File: src/rtl/pc_fetch_pkg.sv
// Shared types and constants for the PC / fetch controller.
// The fetch FSM states, the sequential PC increment and the default trap vector.
package pc_fetch_pkg;

    typedef enum logic [1:0] {
        S_RUN        = 2'd0,
        S_WAIT       = 2'd1,
        S_WAIT_REDIR = 2'd2
    } fetch_state_e;

    localparam int unsigned PC_STEP          = 4;
    localparam logic [8:0]  TRAP_VEC_DEFAULT = 9'h004;

endpackage

File: src/rtl/pc_next_sel.sv
// Combinational next-PC priority mux: redirect, buffered redirect, hold, PC+4.
// With MISALIGN_TRAP_EN defined, misaligned redirect targets become TRAP_VEC.
module pc_next_sel
    import pc_fetch_pkg::*;
#(
    parameter int unsigned     PC_W     = 9,
    parameter logic [PC_W-1:0] TRAP_VEC = PC_W'(TRAP_VEC_DEFAULT)
) (
    input  logic [PC_W-1:0] cur_pc,
    input  logic [PC_W-1:0] pend_pc,
    input  logic            pend_trap,
    input  logic            redir_pend,
    input  logic [31:0]     br_pc,
    input  logic            pc_sel,
    input  logic            stall,
    input  logic            fetch_done,
    input  logic            fetch_busy,
    output logic [PC_W-1:0] next_pc,
    output logic            next_trap,
    output logic [PC_W-1:0] br_target,
    output logic            br_trap
);

`ifdef MISALIGN_TRAP_EN
    localparam bit TRAP_EN = 1'b1;
`else
    localparam bit TRAP_EN = 1'b0;
`endif

    // Upper target bits are dropped by design; the PC is only PC_W wide.
    logic unused_br_hi;
    assign unused_br_hi = ^br_pc[31:PC_W];

    always_comb begin
        // NOTE: every output gets a default first so no path can infer a latch.
        br_target = {br_pc[PC_W-1:2], 2'b00};
        br_trap   = 1'b0;
        if (TRAP_EN && (br_pc[1:0] != 2'b00)) begin
            br_target = TRAP_VEC;
            br_trap   = 1'b1;
        end
    end

    // A live redirect only bypasses buffering when no fetch is left hanging.
    always_comb begin
        next_pc   = cur_pc;
        next_trap = 1'b0;
        if (pc_sel && !fetch_busy) begin
            next_pc   = br_target;
            next_trap = br_trap;
        end else if (redir_pend && fetch_done) begin
            next_pc   = pend_pc;
            next_trap = pend_trap;
        end else if (fetch_done && !stall) begin
            next_pc   = cur_pc + PC_W'(PC_STEP);
        end
    end

endmodule

File: src/rtl/pc_fetch_ctrl.sv
// PC register, fetch-request FSM and redirect buffering/flush for the IF stage.
// Optional MISALIGN_TRAP_EN: misaligned redirects load TRAP_VEC and pulse misalign_trap.
module pc_fetch_ctrl
    import pc_fetch_pkg::*;
#(
    parameter int unsigned     PC_W     = 9,
    parameter logic [PC_W-1:0] TRAP_VEC = PC_W'(TRAP_VEC_DEFAULT)
) (
    input  logic            clk,
    input  logic            reset,
    input  logic            PcSel,
    input  logic [31:0]     BrPC,
    input  logic            stall,
    input  logic            imem_ready,
    output logic [PC_W-1:0] Cur_PC,
    output logic            imem_req,
    output logic            if_valid,
    output logic            flush,
    output logic            redirect_pend,
    output logic            misalign_trap
);

    fetch_state_e    state_q, state_d;
    logic [PC_W-1:0] pc_q, pend_pc_q, next_pc, br_target;
    logic            req_q, pend_trap_q, trap_q, next_trap, br_trap;
    logic            fetch_done, fetch_busy;

    assign fetch_done = req_q & imem_ready;
    assign fetch_busy = req_q & ~imem_ready;

    pc_next_sel #(
        .PC_W     (PC_W),
        .TRAP_VEC (TRAP_VEC)
    ) u_next_sel (
        .cur_pc     (pc_q),
        .pend_pc    (pend_pc_q),
        .pend_trap  (pend_trap_q),
        .redir_pend (state_q == S_WAIT_REDIR),
        .br_pc      (BrPC),
        .pc_sel     (PcSel),
        .stall      (stall),
        .fetch_done (fetch_done),
        .fetch_busy (fetch_busy),
        .next_pc    (next_pc),
        .next_trap  (next_trap),
        .br_target  (br_target),
        .br_trap    (br_trap)
    );

    always_comb begin
        state_d = S_RUN;
        case (state_q)
            S_RUN, S_WAIT: begin
                if (fetch_busy) state_d = PcSel ? S_WAIT_REDIR : S_WAIT;
            end
            S_WAIT_REDIR: begin
                if (fetch_busy) state_d = S_WAIT_REDIR;
            end
            default: state_d = S_RUN;
        endcase
    end

    // Reset withdraws the request and drops any buffered redirect.
    always_ff @(posedge clk) begin
        if (reset) begin
            state_q     <= S_RUN;
            pc_q        <= '0;
            req_q       <= 1'b0;
            pend_pc_q   <= '0;
            pend_trap_q <= 1'b0;
            trap_q      <= 1'b0;
        end else begin
            // NOTE: state registers use non-blocking assignments so every flop samples pre-edge values.
            state_q <= state_d;
            pc_q    <= next_pc;
            req_q   <= 1'b1;
            trap_q  <= next_trap;
            if (fetch_busy && PcSel) begin
                pend_pc_q   <= br_target;
                pend_trap_q <= br_trap;
            end
        end
    end

    assign Cur_PC        = pc_q;
    assign imem_req      = req_q;
    assign flush         = PcSel;
    assign redirect_pend = (state_q == S_WAIT_REDIR);
    assign if_valid      = fetch_done & ~stall & ~PcSel & (state_q != S_WAIT_REDIR);

`ifdef MISALIGN_TRAP_EN
    assign misalign_trap = trap_q;
`else
    logic unused_trap;
    assign unused_trap   = trap_q;
    assign misalign_trap = 1'b0;
`endif

endmodule

File: config.mk
export PLATFORM = sky130hd
export DESIGN_NAME = pc_fetch_ctrl
export DESIGN_NICKNAME = d
export VERILOG_FILES = /design/src/rtl/pc_fetch_pkg.sv /design/src/rtl/pc_next_sel.sv /design/src/rtl/pc_fetch_ctrl.sv
export SDC_FILE = /design/constraint.sdc
export NUM_CORES = 1
export LEC_CHECK = 0
export BUFFER_PORTS_ARGS = -buffer_cell sky130_fd_sc_hd__buf_4
export CAP_MARGIN = 15
export CORE_MARGIN = 2
export CORE_UTILIZATION = 43
export CTS_CLUSTER_SIZE = 30
export DETAILED_ROUTE_END_ITERATION = 7
export PLACE_DENSITY_LB_ADDON = 0.25
export SYNTH_ARGS = -nofsm -noshare
export SYNTH_HDL_FRONTEND = slang
export SYNTH_SLANG_ARGS = --single-unit
File: constraint.sdc
create_clock -name clk -period 1.73 [get_ports clk]
set_input_delay 0.173 -clock clk [delete_from_list [all_inputs] [get_ports clk]]
set_output_delay 0.173 -clock clk [all_outputs]
set_load 0.02 [all_outputs]
==> impl_results.rst <==
.. list-table::
   :header-rows: 1

   * - Metric
     - Value
   * - Xor and xnor fraction of the mapped netlist area
     - less than 1%
   * - Kind of cell with the highest combined delay on the critical path
     - compound AO/OA/AOI/OAI gates
   * - Quantity of hold-fixing buffers added after cts
     - 0
   * - Number of cells traversed by the worst hold path
     - 2
   * - Clock buffers created by TritonCTS
     - 3
   * - Height of the die
     - 50.87 um
   * - Max incr delay on CP
     - roughly 380 ps
   * - Post-route fraction of the period consumed by the critical path
     - approximately 88%
   * - Critical path class
     - flip-flop to flip-flop
   * - Average cell area after synthesis
     - 9.353 sq um
   * - Nets
     - around 160
   * - Count of buffer and inverter cells on the critical path
     - 0
   * - Number of I/O pins
     - just over 50
   * - Critical path endpoint category
     - flip-flop
   * - Area of the die
     - around 2600 sq um
   * - Post-synthesis sequential element count
     - 19
   * - Largest buffer count on any clock path
     - 2
   * - Worst supply voltage drop on vdd
     - ~0.53 mV
   * - Cell chain of the critical path
     - ha_1, and3_1, a31o_2, a21boi_0, o32ai_2
   * - Cells resized by post-CTS repair
     - 0
   * - Setup TNS
     - 0 ps
   * - Most common library cell in the layout ignoring fill and taps
     - sky130_fd_sc_hd__buf_4
   * - Number of search-and-repair iterations in the first detailed-routing pass
     - 4
   * - Synth unique cells
     - 36
   * - Required arrival time at the worst endpoint
     - 1920 ps
   * - Total power draw
     - between 800 and 900 uW
   * - Crit Path Max Fanout
     - 6
   * - FF+latch area
     - roughly 380 sq um
   * - Number of flops mapped to enable cells by yosys
     - 0
   * - Synth Cell Area
     - 944.7 sq um
   * - Number of synthesis warnings
     - 0
   * - Fmax
     - 659.4 MHz
   * - Average vias per placed instance
     - between 5 and 6
   * - Post-Synthesis Net Count
     - ~140
   * - Library cell contributing the largest single delay on the critical path
     - sky130_fd_sc_hd__dfxtp_1
   * - Number of antenna violations at the first check in global routing
     - 0
   * - Most frequently used flop master after synthesis
     - sky130_fd_sc_hd__dfxtp_1
   * - Startpoint types
     - flip-flop
   * - Initial cell density of the core
     - 46.72%
   * - DRC Markers
     - 0
   * - Antenna diode instance count
     - 0
   * - Remaining number of nets flagged by the antenna check after routing
     - 0
   * - Routed wirelength normalized by instance count
     - roughly 14 um
   * - Critical Path Stages
     - 5
   * - Proportion of register bits with asynchronous set or reset after synthesis
     - 0%
   * - Fraction of layout cells with a size suffix above 1
     - 29.27%
   * - Core Region
     - ~2000 sq um
   * - Half-perimeter wire length of the detailed placement result
     - 1496 um
   * - Most frequent cells in the layout
     - sky130_fd_sc_hd__buf_4, sky130_fd_sc_hd__dfxtp_1, sky130_fd_sc_hd__nor2_1
   * - Area added between synthesis and finish
     - 21.99%
   * - Maxcap violations
     - 0
   * - Final setup violation count
     - 0
   * - Minimum clock period
     - 1517 ps
   * - Filler cells
     - 209
   * - Area share of fa/ha/maj cells after synthesis
     - under 10%
   * - Clock sink total
     - 19
   * - Leakage dissipation
     - approximately 0.00052 uW
   * - Die outline width
     - 50.87 um
   * - Residual overflow from global routing
     - 0
   * - Pin count of the biggest net entering global routing
     - 18
   * - Main combinational cell family by area after synthesis
     - compound AO/OA/AOI/OAI gates
   * - CTS root buffer
     - sky130_fd_sc_hd__clkbuf_4
   * - Sequential share of the synthesized area
     - between 40 and 50%
   * - Outcome
     - complete, no violations
   * - Global Route Usage Sum
     - 18.38%
   * - Total wire length
     - between 2000 and 2500 um
   * - Vias
     - around 860
   * - Count of mapped cells out of synthesis
     - about 100
   * - Unrepaired setup endpoints after global routing
     - no
   * - Clock Skew
     - 5.574 ps
   * - Mux contribution to synthesized area
     - 8.477%
   * - First-pass GRT wire length
     - roughly 3600 um
   * - Count of port buffers added during placement
     - 24
   * - Area share of and/or/nand/nor cells after synthesis
     - about a fifth
   * - Source-to-sink clock delay at the later pin of the worst-skew pair
     - about 300 ps
   * - Worst R2R Path Depth
     - 5
   * - Clk slew on worst S/H paths
     - about 110 ps
   * - Compound-cell area share of the yosys netlist
     - 23.71%
   * - Row count
     - 16
   * - H-tree levels
     - 1
   * - Iter 0 DRT Violations
     - 17
   * - Hold Path Class
     - primary input to flip-flop
   * - Number of global-route vias before repair
     - 826
   * - Number of endpoints with negative hold slack in the final report
     - 0
   * - Power density over cell area
     - between 700 and 800 nW/um^2
   * - CTS tree
     - yes
   * - Area used by multi-input combinational logic
     - 509.2 sq um
   * - Critical path data arrival time
     - approximately 1700 ps
   * - Number of post-CTS setup repair buffers
     - 0
   * - Count of final max-slew check failures
     - 0
   * - Routability-driven placement congestion ratio
     - between 0.7 and 0.8
-- Yosys cell counts, types with 3 or more instances --
library cell,n,area [sq um]
sky130_fd_sc_hd__dfxtp_1,19,380.4
sky130_fd_sc_hd__nor2_1,10,37.54
sky130_fd_sc_hd__mux2i_1,8,80.08
sky130_fd_sc_hd__a21oi_1,6,30.03
sky130_fd_sc_hd__a22oi_1,5,37.54
sky130_fd_sc_hd__and4_1,4,35.03
sky130_fd_sc_hd__nand2_1,4,15.01
sky130_fd_sc_hd__o211ai_1,4,30.03
sky130_fd_sc_hd__buf_4,3,22.52
sky130_fd_sc_hd__inv_1,3,11.26
-- layout make-up --
cell class,instances,share of cell area [%]
Inverter,4,1.303
Timing Repair Buffer,25,16.29
Tap cell,27,2.932
Sequential cell,19,33.01
Clock buffer,4,2.280
Multi-Input combinational cell,71,44.19
-- stage by stage --
stage                     setup slack (ps)  utilization [%]  instances  hold WS, ps  area (sq um)
final                                213.5            56.99        150        99.21          1152
after detailed placement             239.9            55.69        146        414.3          1126
after CTS                            209.0            56.99        150        98.26          1152
after global placement               254.6            55.69        146        413.7          1126
after global routing                 58.40            56.99        150        108.6          1152
after floorplan                      229.4                -        101        251.7         944.7
-- final timing paths --
kind	from	endpoint	slack, ps
hold reg to reg	Cur_PC[0]	Cur_PC[0]	500
setup / recovery	Cur_PC[2]	Cur_PC[8]	210
hold / removal	PcSel	state_q[0]	100
setup reg to reg	Cur_PC[2]	Cur_PC[8]	210
-- flip-flops by register name (all words and copies together), names as in the netlist --
name,count
Cur_PC,9
imem_req,1
pend_pc_q,7
state_q,2
-- metal layers --
metal | share of wire, % | up-vias | global-route usage (%)
li1 | - | 416 | -
met1 | 44 | 397 | 23.94
met2 | 47 | 39 | 31.14
met3 | 7.5 | 5 | 2.339
met4 | 1.3 | 0 | 6.757
met5 | 0 | - | 0
-- worst register-to-register path, cell delays in order (launching register included) --
cell and delay, ps:
sky130_fd_sc_hd__dfxtp_1 380, sky130_fd_sc_hd__ha_1 260, sky130_fd_sc_hd__and3_1 210, sky130_fd_sc_hd__a31o_2 230
sky130_fd_sc_hd__a21boi_0 210, sky130_fd_sc_hd__o32ai_2 120
-- logic make-up after synthesis --
logic type | count (synthesis)
AO/OA/AOI/OAI | 28
flip-flops | 19
XOR/XNOR | 1
adder cells (fa/ha/maj) | 1
buffers and inverters | 11
other | 1
AND/OR/NAND/NOR | 32
multiplexers | 8
-- power by group --
| part | leakage [uW] | total, uW | switching (uW) | internal (uW) |
|---|---|---|---|---|
| sequential | 0.000155 | 483 | 25.5 | 457 |
| clock | 0.0000150 | 224 | 134 | 89.8 |
| combinational | 0.000351 | 163 | 87.4 | 75.9 |
No activity file was read; power rests on OpenSTA's default activity.
